**config.mk**
```make
export PLATFORM = sky130hd
export DESIGN_NAME = apb_req_arbiter
export DESIGN_NICKNAME = d
export VERILOG_FILES = /design/src/rtl/apb_pkg.sv /design/src/rtl/rr_arb2.sv /design/src/rtl/apb_req_arbiter.sv
export SDC_FILE = /design/constraint.sdc
export NUM_CORES = 1
export LEC_CHECK = 0
export ABC_CLOCK_PERIOD_IN_PS = 1900
export CORE_UTILIZATION = 39
export CTS_CLUSTER_SIZE = 25
export DETAILED_ROUTE_END_ITERATION = 16
export GPL_TIMING_DRIVEN = 0
export PLACE_DENSITY = 0.9
export SETUP_SLACK_MARGIN = 0.4
export SLEW_MARGIN = 30
export SYNTH_ARGS = -nofsm -noshare
export SYNTH_HDL_FRONTEND = slang
export SYNTH_SLANG_ARGS = --single-unit
```
**constraint.sdc**
```tcl
create_clock -name PCLK -period 1.9 [get_ports PCLK]
set_input_delay 0.38 -clock PCLK [delete_from_list [all_inputs] [get_ports PCLK]]
set_output_delay 0.38 -clock PCLK [all_outputs]
set_load 0.02 [all_outputs]
```
**src/rtl/apb_pkg.sv**
```systemverilog
// Shared APB master definitions: transfer phase encoding, default bus widths,
// and the default-width command record.
package apb_pkg;

  localparam int APB_ADDR_W = 32;
  localparam int APB_DATA_W = 32;

  typedef enum logic [1:0] {
    IDLE   = 2'd0,
    SETUP  = 2'd1,
    ACCESS = 2'd2
  } apb_state_t;

  typedef struct packed {
    logic                  write;
    logic [APB_ADDR_W-1:0] addr;
    logic [APB_DATA_W-1:0] wdata;
  } apb_cmd_t;

endpackage

```
**src/rtl/rr_arb2.sv**
```systemverilog
// Two-way round-robin grant. On a tie the grant goes to the requester that was
// not granted last; last_grant only moves when the caller says the grant was used.
module rr_arb2 (
  input  logic       clk,
  input  logic       rst_n,
  input  logic [1:0] req,
  input  logic       advance,
  output logic [1:0] grant
);

  logic last_grant_reg;

  always_comb begin
    grant = 2'b00;
    if (req == 2'b11) begin
      grant = last_grant_reg ? 2'b01 : 2'b10;
    end else begin
      grant = req;
    end
  end

  // Reset value 1 makes requester 0 the winner of the first tie.
  always_ff @(posedge clk or negedge rst_n) begin
    if (!rst_n) begin
      last_grant_reg <= 1'b1;
    end else if (advance && (grant != 2'b00)) begin
      last_grant_reg <= grant[1];
    end
  end

endmodule

```
**src/rtl/apb_req_arbiter.sv**
```systemverilog
// Two-requester APB master: round-robin command acceptance, SETUP/ACCESS transfer
// on a shared APB bus, and a one-cycle response with read data or timeout error.
module apb_req_arbiter
  import apb_pkg::*;
#(
  parameter int ADDR_W  = APB_ADDR_W,
  parameter int DATA_W  = APB_DATA_W,
  parameter int TIMEOUT = 16
) (
  input  logic              PCLK,
  input  logic              PRESETn,
  input  logic [1:0]        req_valid,
  input  logic [1:0]        req_write,
  input  logic [2*ADDR_W-1:0] req_addr,
  input  logic [2*DATA_W-1:0] req_wdata,
  output logic [1:0]        req_ready,
  output logic [1:0]        rsp_valid,
  output logic [DATA_W-1:0] rsp_rdata,
  output logic              rsp_err,
  output logic              PSEL,
  output logic              PENABLE,
  output logic              PWRITE,
  output logic [ADDR_W-1:0] PADDR,
  output logic [DATA_W-1:0] PWDATA,
  input  logic [DATA_W-1:0] PRDATA,
  input  logic              PREADY
);

  localparam int CNT_W = $clog2(TIMEOUT);

  typedef struct packed {
    logic              write;
    logic [ADDR_W-1:0] addr;
    logic [DATA_W-1:0] wdata;
  } cmd_t;

  apb_state_t        state_reg, state_next;
  cmd_t              cmd_reg;
  logic              gidx_reg;
  logic [CNT_W-1:0]  cnt_reg;
  logic [1:0]        rsp_valid_reg;
  logic [DATA_W-1:0] rsp_rdata_reg;
  logic              rsp_err_reg;

  logic [1:0] grant;
  logic       gsel;
  logic       accept;
  logic       done;
  logic       timed_out;

  assign accept = (state_reg == IDLE) && (req_valid != 2'b00);
  assign gsel   = grant[1];

  rr_arb2 u_arb (
    .clk     (PCLK),
    .rst_n   (PRESETn),
    .req     (req_valid),
    .advance (accept),
    .grant   (grant)
  );

  // Held low during reset even though state already reads IDLE.
  assign req_ready = (PRESETn && (state_reg == IDLE)) ? grant : 2'b00;

  always_comb begin
    state_next = state_reg;
    done       = 1'b0;
    timed_out  = 1'b0;
    case (state_reg)
      IDLE:   if (accept) state_next = SETUP;
      SETUP:  state_next = ACCESS;
      ACCESS: begin
        if (PREADY) begin
          done = 1'b1;
        end else if (cnt_reg == CNT_W'(TIMEOUT - 1)) begin
          done      = 1'b1;
          timed_out = 1'b1;
        end
        if (done) state_next = IDLE;
      end
      default: state_next = IDLE;
    endcase
  end

  always_ff @(posedge PCLK or negedge PRESETn) begin
    if (!PRESETn) begin
      state_reg <= IDLE;
    end else begin
      state_reg <= state_next;
    end
  end

  always_ff @(posedge PCLK or negedge PRESETn) begin
    if (!PRESETn) begin
      cmd_reg  <= '0;
      gidx_reg <= 1'b0;
    end else if (accept) begin
      gidx_reg      <= gsel;
      cmd_reg.write <= req_write[gsel];
      cmd_reg.addr  <= req_addr[gsel*ADDR_W +: ADDR_W];
      cmd_reg.wdata <= req_wdata[gsel*DATA_W +: DATA_W];
    end
  end

  // Counts completed ACCESS cycles without PREADY; cleared whenever not waiting.
  always_ff @(posedge PCLK or negedge PRESETn) begin
    if (!PRESETn) begin
      cnt_reg <= '0;
    end else if ((state_reg == ACCESS) && !done) begin
      cnt_reg <= cnt_reg + 1'b1;
    end else begin
      cnt_reg <= '0;
    end
  end

  always_ff @(posedge PCLK or negedge PRESETn) begin
    if (!PRESETn) begin
      rsp_valid_reg <= 2'b00;
      rsp_rdata_reg <= '0;
      rsp_err_reg   <= 1'b0;
    end else begin
      rsp_valid_reg <= 2'b00;
      if (done) begin
        rsp_valid_reg <= gidx_reg ? 2'b10 : 2'b01;
        rsp_err_reg   <= timed_out;
        rsp_rdata_reg <= (cmd_reg.write || timed_out) ? '0 : PRDATA;
      end
    end
  end

  assign rsp_valid = rsp_valid_reg;
  assign rsp_rdata = rsp_rdata_reg;
  assign rsp_err   = rsp_err_reg;

  assign PSEL    = (state_reg != IDLE);
  assign PENABLE = (state_reg == ACCESS);
  assign PWRITE  = cmd_reg.write;
  assign PADDR   = cmd_reg.addr;
  assign PWDATA  = cmd_reg.wdata;

endmodule

```
### Yosys cells after proc, flatten, opt, wreduce, memory -nomap -nowiden

Index checks and enable logic that the tools add are counted.

| operators by class | value |
|---|---|
| div/mod/pow operators | 0 |
| shifts and indexed selects | 2 |
| bitwise operators | 0 |
| reductions and logical operators | 11 |
| multiplexer cells | 18 |
| magnitude comparators | 1 |
| multiply operators | 0 |
| add/sub/neg operators | 1 |
| equality and inequality tests | 6 |

Operators by type and width:

| kind | count |
|---|---|
| 64-bit by 7-bit variable part select with 32-bit output | 2 |
| 32-bit 2-to-1 mux | 1 |
| 2-bit 2-to-1 mux | 7 |
| 1-bit 2-to-1 mux | 8 |
| 2-bit case mux with 3 select lines | 1 |
| 2-bit nonzero test | 3 |
| 4-bit by 1-bit adder with 4-bit output, second input constant | 1 |
| 2-bit equality test, second input constant | 2 |
| 4-bit equality test, second input constant | 1 |
| 1-bit logical AND | 4 |
| 4-bit 2-to-1 mux | 1 |
| 2-bit by 1-bit != test with 1-bit output, second input constant | 2 |
| 2-bit by 1-bit equality test with 1-bit output, second input constant | 1 |
| 2-bit zero test | 1 |
| 1-bit by 2-bit less-than comparator with 1-bit output, second input constant | 1 |
| 2-bit AND reduction | 1 |
| 1-bit zero test | 1 |
| 1-bit logical OR | 1 |

| storage, ports and cells | value |
|---|---|
| ROM bits | 0 |
| flip-flop bits (word level) | 108 |
| input port bits | 167 |
| word-level logic and storage cells | 49 |
| latch bits | 0 |
| output and inout bits | 104 |
| bits in writable memories | 0 |
| memories | 0 |

### Depth between registers and ports, before layout

Gate-level depths: netlist of run 1.

| logic depth | value |
|---|---|
| depth after elaboration | 8 |
| mapped depth | 6 |
| mapped depth without buffers | 4 |

### By module

Synthesis of run 1 repeated with hierarchy kept, for this count alone.

| unflattened totals | value |
|---|---|
| cell total of the unflattened synthesis | 324 |
| area, all modules | 4,973.5 um2 |

By module, submodules not included:

| module | seq. area each (um2) | area each (um2) | cells each | instances |
|---|---|---|---|---|
| apb_req_arbiter | 2,677.6 | 4,917.2 | 318 | 1 |
| rr_arb2 | 26.3 | 56.3 | 6 | 1 |

### Least setup slack after synthesis of run 1

Ideal clock, no wire load.

| timing path | value |
|---|---|
| kind | register to register |
| from | reg u_arb.last_grant_reg |
| to | reg cmd_reg (netlist bit PWDATA[0]) |
| library setup time | 125 ps |
| data required time | 1,775 ps |
| path slack | 256 ps |
| arrival time | 1,519 ps |
| cell stages (with the launch flop) | 6 |
| clock period less this slack | 1,644 ps |
| buffers on the path | 2 |
| cell sequence | dfstp_2 a21bo_2 buf_6 buf_6 mux2_4 mux2_4 |

| between the ends | value |
|---|---|
| cells in the longest elaborated chain, start to end | 3 |

RTL lines:

| item | line | text |
|---|---|---|
| start, declared | rr_arb2.sv:11 | `logic last_grant_reg;` |
| start signal, assigned | rr_arb2.sv:27 | `last_grant_reg <= grant[1];` |
| 2-bit 2-to-1 mux | rr_arb2.sv:16 | `grant = last_grant_reg ? 2'b01 : 2'b10;` |
| 2-bit 2-to-1 mux | rr_arb2.sv:15 | `if (req == 2'b11) begin` |
| 64-bit by 7-bit variable part select with 32-bit output | apb_req_arbiter.sv:101 | `cmd_reg.wdata <= req_wdata[gsel*DATA_W +: DATA_W];` |
| end, declared | apb_req_arbiter.sv:38 | `cmd_t cmd_reg;` |

No other way between the ends.
A chain may end at the register's enable or synchronous reset.

### Worst setup path in the final report of run 1

Same ends and word-level chain as after synthesis.

==> metrics.yaml, run 1 <==
status: "finished with violations"
violations: "negative hold slack"
muxShareOfSynthArea_pct: 33.2
tightestPinTransition_ns: 0.283
cts_buffers: 9
rsz0062_at_grt: "true"
ys_types: 27
synth_area_leaders: "dfrtp_1 54%, mux2_2 19%, mux2_4 15%"
grt_max_degree: 44
critPathKind: "reg2reg"
setup-tns-final_ns: 0
drc: 0
synth-seq-cells: 108
setup_violations: 0
drt-vias-per-instance: 4.93
grt_usage_pct: 23.2
ant_nets: 0
async_flop_share_pct: 100
drive_gt1_share_pct: 32.6
power_mw: 12.0
grt_antenna_before_repair: 0
synth_edf_count: 0
crit_family: "flip-flops"
drt_wl_total_um: 15100
routedWlPerCell_um: 18.9
ff2ff_setup_slack_ns: 0.1
synth_nets: 492
dr.pass1.iters: 4
crit_top_cell: "mux2_4"
clock-skew-final_ns: 0.00879
yosysSeqAreaShare_pct: 54.7
cts_tree: "built"
start_util_pct: 40.7
syn_area_um2: 4950
instances_no_fill: 799
p_leak_nw: 4.02
io_buffers: 270
crit_chain: "a21bo_4, buf_12, buf_4, clkbuf_16, mux2_4, mux2_4"
timing.final.crit_period_ns: 1.80
cts-root-buf: "clkbuf_16"
netlist_instances: 324
pwr-share-clk_pct: 15.4
routabilityCongestion: 0.751
critical_path.slowest_cell: "dfstp_2"
seq_power_share_pct: 32.3
hold_viol: 41
irDropWorstVdd_mv: 0.701
grt_first_pass_wirelength_um: 22700
switching_power_mw: 4.50
fin_crit_sh_pct: 94.7
layout.nets: 794
die_w_um: 115
yosysMostFrequentCell: "dfrtp_1"
die_area_um2: 13100
overflow: 0
rows: 40
dpl-instance-area_um2: 7950
syn_avg_cell_area_um2: 15.3
cap_violations: 0
synth-xor-area-share_pct: 0.354
vias: 3942
clock-sinks: 108
synth_top_area_share_pct: 54.1
grt_pass1_vias: 4322
intPower_mw: 7.54
synthAdderAreaFrac_pct: 0.253
synth_top_area_cell: "dfrtp_1"
htree_levels: 3
drt_iter0_markers: 153
cp_data_required_time_ns: 2.14
endpoint_kind: "register"
timing.critical_path.buf_inv: 3
synth_ff_type: "dfrtp_1"
synth-compound-area-share_pct: 6.98
postLayoutCellArea_um2: 8580
slowest_delay_ns: 0.55
syn_to_final_growth_pct: 73.5
combPwrFrac_pct: 52.3
hpwl_um: 10900
synth-simple-area-share_pct: 1.42
yosys-top-cells-count: "107 x dfrtp_1, 82 x mux2_2, 48 x mux2_4"
hold_class: "in2async"
clkLatencyLatePin_ns: 0.36
fillerInstances: 860
worst_setup_path_start_kind: "register"
diodes: 0
p_per_area_nw_per_um2: 1400
synth_top_family_by_area: "multiplexers"
worstPathMaxFanout: 5
place_inst: 763
clkTransAtPathRegs_ns: 0.07
cts.path.max_buffers: 2
arrival_ns: 2.04
swShare_pct: 37.4
slew_violations: 0
yosysWarnings: 0
max_freq_mhz: 556
fin_hold_ws_ns: -0.125
pin_count: 271
relSlewSlack_pct: 81.1
die_h_um: 115
core_area_um2: 12200
## area by class of cell
type / instances / area, µm² / share of cell area [%]
Inverter: 5 / 21.3 / 0.248
Clock buffer: 9 / 225 / 2.62
Tap cell: 168 / 210 / 2.45
Buffer: 21 / 256 / 2.99
Multi-Input combinational cell: 190 / 2220 / 25.8
Timing Repair Buffer: 291 / 2880 / 33.6
Clock inverter: 7 / 63.8 / 0.744
Sequential cell: 108 / 2710 / 31.5
## worst paths after layout
kind / startpoint / end / cells past startpoint
min in group PCLK: PREADY / cnt_reg[2] / 2
worst max register to register: u_arb.last_grant_reg / PWDATA[0] / 6
max in group asynchronous: PRESETn / state_reg[1] / 2
worst min-delay path: PRESETn / PWDATA[31] / 1
worst min register to register: gidx_reg / rsp_valid[0] / 1
worst max-delay path: u_arb.last_grant_reg / PWDATA[0] / 6
## placed cells by master (no fill, tap or decap), drive strengths merged
master,instances
clkdlybuf4s50,162
mux2,130
dfrtp,107
dlygate4sd2,91
buf,42
a22o,32
clkbuf,14
clkdlybuf4s15,10
inv,9
nor2,7
nand2b,2
nand2,2
o21ai,2
a21oi,2
clkinvlp,2
a31oi,2
xnor2,1
nor3,1
and3,1
a21bo,1
nand3,1
xor2,1
o21a,1
nor3b,1
o22ai,1
a41oi,1
ha,1
clkinv,1
bufbuf,1
dlymetal6s2s,1
dfstp,1
## cells by family (layout without fill, tap and decap cells)
logic type / after synthesis / count (layout)
multiplexers: 130 / 130
flip-flops: 108 / 108
AO/OA/AOI/OAI: 42 / 42
buffers and inverters: 26 / 333
AND/OR/NAND/NOR: 15 / 15
XOR/XNOR: 2 / 2
adder cells (fa/ha/maj): 1 / 1
## power groups by stage
stage                     clock, mW  sequential (mW)  combinational [mW]
after global placement            0             3.87                6.35
after CTS                      1.88             3.88                6.12
final                          1.85             3.89                6.30
after floorplan                   0             5.04                2.41
after detailed placement          0             3.92                6.51
after global routing           1.99             4.01                6.63
## layer usage
metal / part of all wire (%) / up-vias / track usage, %
li1: - / 1790 / -
met1: 36 / 1948 / 24.4
met2: 54 / 180 / 42.6
met3: 8.3 / 24 / 8.42
met4: 1.9 / 0 / 7.71
met5: 0 / - / 0
## what timing repair did
item | 4_1_cts | 5_1_grt
buffers inserted | 11 | 4
resized for setup | 159 | 39
hold endpoints to repair | 41 | 41
endpoints found under the setup margin | 202 | 110
gates cloned | 3 | 2
pin swaps | 3 | 4
## metrics by stage
stage,util (%),setup slack (ns)
CTS,69.2,0.0772
global route,70.6,0.0577
finish,70.6,0.0998
detailed placement,65.4,-0.706
global placement,65.1,-4.06
floorplan,-,0.275
Power figures use the tool's default switching activity.
==> run 2, diff against run 1 <==
--- a/config.mk
+++ b/config.mk
@@ -10,7 +10,7 @@
 export CTS_CLUSTER_SIZE = 25
 export DETAILED_ROUTE_END_ITERATION = 16
 export GPL_TIMING_DRIVEN = 0
-export PLACE_DENSITY = 0.9
+export PLACE_DENSITY = 0.79
 export SETUP_SLACK_MARGIN = 0.4
 export SLEW_MARGIN = 30
 export SYNTH_ARGS = -nofsm -noshare
==> run 2 against run 1 <==
The flow still finishes with violations (negative hold slack). Hold slack better by 0.0060 ns. Die area unchanged. Final cell count down 0.63%. Combinational power down 3%. Sequential power about the same. Routed wire length down 6.8%. Maximum frequency up 1.8%. Critical path type is now reg2out. Largest power group unchanged.
==> metrics.yaml, run 2 (same netlist as run 1, synthesis figures left out) <==
core_area_um2: 12200  # unchanged
max_freq_mhz: 565  # +1.8%
endpoint_kind: "primary output"
setup-tns-final_ns: 0  # unchanged
die_h_um: 115  # unchanged
final_util_pct: 69.5  # -1.0 points
final_common_cell: "clkdlybuf4s50_1"
syn_to_final_growth_pct: 71.0
pin_count: 271  # unchanged
place_ws_ns: -0.692  # +0.0136 ns
vias: 3854  # -2.2%
grt_antenna_before_repair: 0  # unchanged
crit_chain: "a21bo_4, buf_12, buf_12, nor2_4, buf_6"
hold_class: "in2async"
slew_violations: 0  # unchanged
drt_iter0_markers: 88  # -42%
cts-root-buf: "clkbuf_16"
cts.path.max_buffers: 2  # unchanged
worst_setup_path_start_kind: "register"
irDropWorstVdd_mv: 0.787  # +12%
die_area_um2: 13100  # unchanged
crit_top_cell: "buf_12"
fin_crit_sh_pct: 93.1  # -1.7 points
timing.final.crit_period_ns: 1.77  # -0.0317 ns
cp_data_required_time_ns: 1.52  # -0.62 ns
ff2ff_setup_slack_ns: 0.15  # +0.05 ns
mostFrequentLayoutCells: "162 x clkdlybuf4s50_1, 106 x dfrtp_1, 97 x dlygate4sd2_1"
start_util_pct: 40.7  # unchanged
cap_violations: 0  # unchanged
overflow: 0  # unchanged
cts_buffers: 9  # unchanged
cts_tree: "built"
critPathKind: "reg2out"
diodes: 0  # unchanged
arrival_ns: 1.39  # -0.65 ns
rows: 40  # unchanged
grt_usage_pct: 21.6  # -1.6 points
status: "finished with violations"
grt_pass1_vias: 4131  # -4.4%
relSlewSlack_pct: 78.2  # -2.9 points
worstPathMaxFanout: 3  # -2
die_w_um: 115  # unchanged
grt_max_degree: 43  # -2.3%
drc: 0  # unchanged
hpwl_um: 10300  # -5.3%
p_leak_nw: 3.96  # -1.5%
rsz0062_at_grt: "true"
fin_hold_ws_ns: -0.119  # +0.00597 ns
io_buffers: 270  # unchanged
ant_nets: 0  # unchanged
tightestPinTransition_ns: 0.328  # +0.0441 ns
clkTransAtPathRegs_ns: 0.07  # about the same
drt-vias-per-instance: 4.85  # -1.6%
layout.nets: 789  # -0.63%
setup_violations: 0  # unchanged
clock-sinks: 108  # unchanged
routedWlPerCell_um: 17.8  # -6.2%
drt_wl_total_um: 14100  # -6.8%
hold_viol: 40  # -2.4%
htree_levels: 3  # unchanged
grt_first_pass_wirelength_um: 21500  # -5.3%
drive_gt1_share_pct: 32.3  # -0.38 points
p_per_area_nw_per_um2: 1420  # +1.4%
violations: "negative hold slack"
finalWorstSetupSlack_ns: 0.132  # +0.0317 ns
dr.pass1.iters: 4  # unchanged
clock-skew-final_ns: 0.00581  # -0.00297 ns
critical_path.slowest_cell: "dfstp_2"
clkLatencyLatePin_ns: 0.34  # -0.02 ns
routabilityCongestion: 0.761  # +1.3%
slowest_delay_ns: 0.38  # -0.17 ns
run 2: changes by cell type in the layout (fill, tap and decap cells not counted), sizes merged:
cell and delta:
clkdlybuf4s15 -6, bufinv +2, buf -2, clkbuf -2, inv -3, clkinvlp -1, dlygate4sd2 +6, clkinv +1
run 2: final cells by class:
class	instances	area (µm²)
fill	895	3700
timing repair buffer	286	2760
multi-input combinational	190	2200
tap	168	210
sequential	108	2710
clock buffer	10	239
buffer	21	238
inverter	5	23.8
clock inverter	6	86.3
run 2: report_power, final:
part           switching, mW  internal, mW  total, mW
Sequential             0.565          3.32       3.89
Combinational           2.91          3.20       6.11
Clock                  0.856          1.19       2.05
run 2: worst max-delay path, delay by kind of cell (launching register included):
kind	cells	cell delay (ns)
buffers and inverters	3	0.37
flip-flops	1	0.38
AND/OR/NAND/NOR	1	0.08
AO/OA/AOI/OAI	1	0.22
run 2: what timing repair did:
item | in CTS | in global routing
gates cloned | 1 | 0
pin swaps | 4 | 5
resized for setup | 152 | 28
hold endpoints to repair | 40 | 40
endpoints found under the setup margin | 202 | 106
buffers inserted | 7 | 7
run 2: worst paths after layout:
path,start,endpoint,depth (start not counted)
setup / recovery,u_arb.last_grant_reg,req_ready[1],5
hold / removal,PRESETn,PADDR[11],1
min in group PCLK,PREADY,cnt_reg[2],2
hold reg to reg,gidx_reg,rsp_valid[0],1
setup reg to reg,u_arb.last_grant_reg,PWDATA[10],6
max in group asynchronous,PRESETn,state_reg[1],2
run 2: routing by layer:
| layer | vias up | global-route usage [%] | part of all wire, % |
|---|---|---|---|
| li1 | 1770 | - | - |
| met2 | 167 | 40.0 | 53 |
| met1 | 1898 | 23.1 | 37 |
| met4 | 0 | 7.79 | 1.7 |
| met5 | - | 0 | 0 |
| met3 | 19 | 6.62 | 8.1 |
run 2: per-stage QoR:
stage	cell area, µm²	cells	power, mW
after floorplan	5010	324	7.45
after global placement	7920	762	10.3
after detailed placement	7950	763	10.4
after CTS	8340	787	11.9
after global routing	8460	794	12.7
final	8460	794	12.0
==> run 3, diff against run 2 <==
--- a/config.mk
+++ b/config.mk
@@ -6,11 +6,14 @@
 export NUM_CORES = 1
 export LEC_CHECK = 0
 export ABC_CLOCK_PERIOD_IN_PS = 1900
-export CORE_UTILIZATION = 39
+export CELL_PAD_IN_SITES_DETAIL_PLACEMENT = 0
+export CELL_PAD_IN_SITES_GLOBAL_PLACEMENT = 2
+export CORE_UTILIZATION = 24
 export CTS_CLUSTER_SIZE = 25
 export DETAILED_ROUTE_END_ITERATION = 16
 export GPL_TIMING_DRIVEN = 0
-export PLACE_DENSITY = 0.79
+export HOLD_SLACK_MARGIN = 0.15
+export PLACE_DENSITY = 0.78
 export SETUP_SLACK_MARGIN = 0.4
 export SLEW_MARGIN = 30
 export SYNTH_ARGS = -nofsm -noshare
==> run 3 against run 2 <==
The flow still finishes with violations (negative hold slack). Clock-buffer cell count down 1. Routed wire length up 3.1%. Maximum frequency down 3.3%. Clock skew up 0.0040 ns. Clock power down 2%. Total power up 0.29%. Critical endpoint unchanged. Largest power group unchanged. Highest routed layer unchanged.
==> metrics.yaml, run 3 (same netlist as run 1, synthesis figures left out) <==
syn_to_final_growth_pct: 74.7
drt_wl_total_um: 14500  # +3.1%
core_area_um2: 20200  # +66%
ff2ff_setup_slack_ns: 0.09  # -0.06 ns
ant_nets: 0  # unchanged
drc: 0  # unchanged
final_common_cell: "clkdlybuf4s50_1"
hold_class: "in2async"
irDropWorstVdd_mv: 0.548  # -30%
timing.critical_path.buf_inv: 3  # unchanged
mostFrequentLayoutCells: "162 x clkdlybuf4s50_1, 106 x dfrtp_1, 89 x dlygate4sd2_1"
r2r-end: "PWDATA[10]"
vias: 3843  # -0.29%
cap_violations: 0  # unchanged
p_leak_nw: 3.96  # +0.13%
fin_crit_sh_pct: 96.3  # +3.2 points
die_w_um: 146  # +27%
drt-vias-per-instance: 4.27  # -12%
routabilityCongestion: 0.798  # +4.9%
hold_viol: 46  # +15%
grt_usage_pct: 13.8  # -7.8 points
grt_antenna_before_repair: 0  # unchanged
p_per_area_nw_per_um2: 1400  # -1.8%
rsz0062_at_grt: "true"
fin_hold_ws_ns: -0.0927  # +0.0260 ns
r2r_cells: 6  # unchanged
die_h_um: 146  # +27%
cts.path.max_buffers: 2  # unchanged
htree_levels: 3  # unchanged
grt_first_pass_wirelength_um: 22700  # +5.4%
tightestPinTransition_ns: 0.409  # +0.0811 ns
dr.pass1.iters: 4  # unchanged
clock-sinks: 108  # unchanged
rows: 52  # +30%
endpoint_kind: "primary output"
r2r-start: "u_arb.last_grant_reg"
grt_max_degree: 62  # +44%
relSlewSlack_pct: 72.8  # -5.4 points
clkTransAtPathRegs_ns: 0.08  # about the same
setup-tns-final_ns: 0  # unchanged
endpoint: "req_ready[1]"
clkLatencyLatePin_ns: 0.35  # about the same
final_util_pct: 42.7  # -27 points
violations: "negative hold slack"
worstPathMaxFanout: 3  # unchanged
cp_data_required_time_ns: 1.52  # about the same
drive_gt1_share_pct: 32.8  # +0.48 points
crit_top_cell: "buf_12"
io_buffers: 270  # unchanged
clock-skew-final_ns: 0.00982  # +0.00400 ns
hpwl_um: 11000  # +6.0%
cp-startpoint: "u_arb.last_grant_reg"
arrival_ns: 1.45  # +0.06 ns
crit_chain: "a21bo_4, buf_12, buf_12, nor2_4, buf_6"
overflow: 0  # unchanged
cts_buffers: 9  # unchanged
max_freq_mhz: 547  # -3.3%
cts_tree: "built"
drt_iter0_markers: 102  # +16%
diodes: 0  # unchanged
layout.nets: 792  # +0.38%
pin_count: 271  # unchanged
place_ws_ns: -0.708  # -0.0164 ns
critPathKind: "reg2out"
grt_pass1_vias: 4164  # +0.80%
slew_violations: 0  # unchanged
crit_family: "flip-flops"
timing.final.crit_period_ns: 1.83  # +0.0603 ns
finalWorstSetupSlack_ns: 0.0712  # -0.0603 ns
routedWlPerCell_um: 16.2  # -8.9%
worst_setup_path_start_kind: "register"
start_util_pct: 24.4  # -16 points
status: "finished with violations"
crit_cells: 5  # unchanged
fillerInstances: 1935  # +120%
slowest_delay_ns: 0.56  # +0.18 ns
setup_violations: 0  # unchanged
critical_path.slowest_cell: "dfstp_2"
cts-root-buf: "clkbuf_16"
die_area_um2: 21200  # +61%
## run 3: cell types whose count changed in the layout (fill, tap and decap cells not counted), moves of 2 or more
cell / before / now
clkdlybuf4s15_1: 4 / 12
buf_6: 8 / 10
dlygate4sd2_1: 97 / 89
clkinv_2: 2 / 0
inv_8: 0 / 2
clkbuf_4: 0 / 3
buf_2: 5 / 3
buf_4: 17 / 15
## run 3: how the worst min path moves through the flow
stage | from | to | slack (ns) | cells after the start
after detailed placement | PRESETn | PWDATA[18] | 0.32 | 1
final | PRESETn | PWDATA[15] | -0.09 | 1
after global placement | gidx_reg | rsp_valid[0] | 0.41 | 1
after global routing | PRESETn | PWDATA[15] | -0.08 | 1
after CTS | PRESETn | PWDATA[18] | -0.07 | 1
after floorplan | PRESETn | PADDR[0] | 0.08 | 0
## run 3: timing repair
action                     4_1_cts  5_1_grt
cloned                           1        1
pin swaps                        4        4
gates resized for setup        157       35
setup endpoints to repair      204      110
setup buffers                   10        6
hold endpoints to repair        46       46
## run 3: where the power goes
| group | total [mW] | leakage (nW) | switching [mW] | internal, mW |
|---|---|---|---|---|
| clock | 2.01 | 0.153 | 0.950 | 1.06 |
| combinational | 6.20 | 2.49 | 2.93 | 3.27 |
| sequential | 3.87 | 1.32 | 0.550 | 3.32 |
## run 3: metrics by stage
| step | std cells | power (mW) | hold WS (ns) | instance area, µm² |
|---|---|---|---|---|
| floorplan | 324 | 7.45 | 0.0844 | 5010 |
| global placement | 864 | 10.3 | 0.414 | 8050 |
| detailed placement | 865 | 10.4 | 0.319 | 8080 |
| CTS | 892 | 12.1 | -0.0732 | 8510 |
| global route | 899 | 12.8 | -0.0759 | 8640 |
| finish | 899 | 12.1 | -0.0927 | 8640 |
## run 3: layer usage
metal  share of wire (%)  GRT usage [%]  vias to the layer above
met4                 1.2           3.95                        0
met1                  41           16.5                     1883
met3                 7.0           4.61                       13
li1                    -              -                     1785
met5                   0              0                        -
met2                  51           23.7                      162
## run 3: area by class of cell
| class | count | area (µm²) | share of cell area (%) |
|---|---|---|---|
| clock buffer | 9 | 225 | 2.61 |
| inverter | 5 | 23.8 | 0.275 |
| sequential | 108 | 2710 | 31.3 |
| buffer | 21 | 258 | 2.98 |
| multi-input combinational | 190 | 2190 | 25.3 |
| timing repair buffer | 289 | 2810 | 32.5 |
| clock inverter | 7 | 93.8 | 1.09 |
| tap | 270 | 338 | 3.91 |
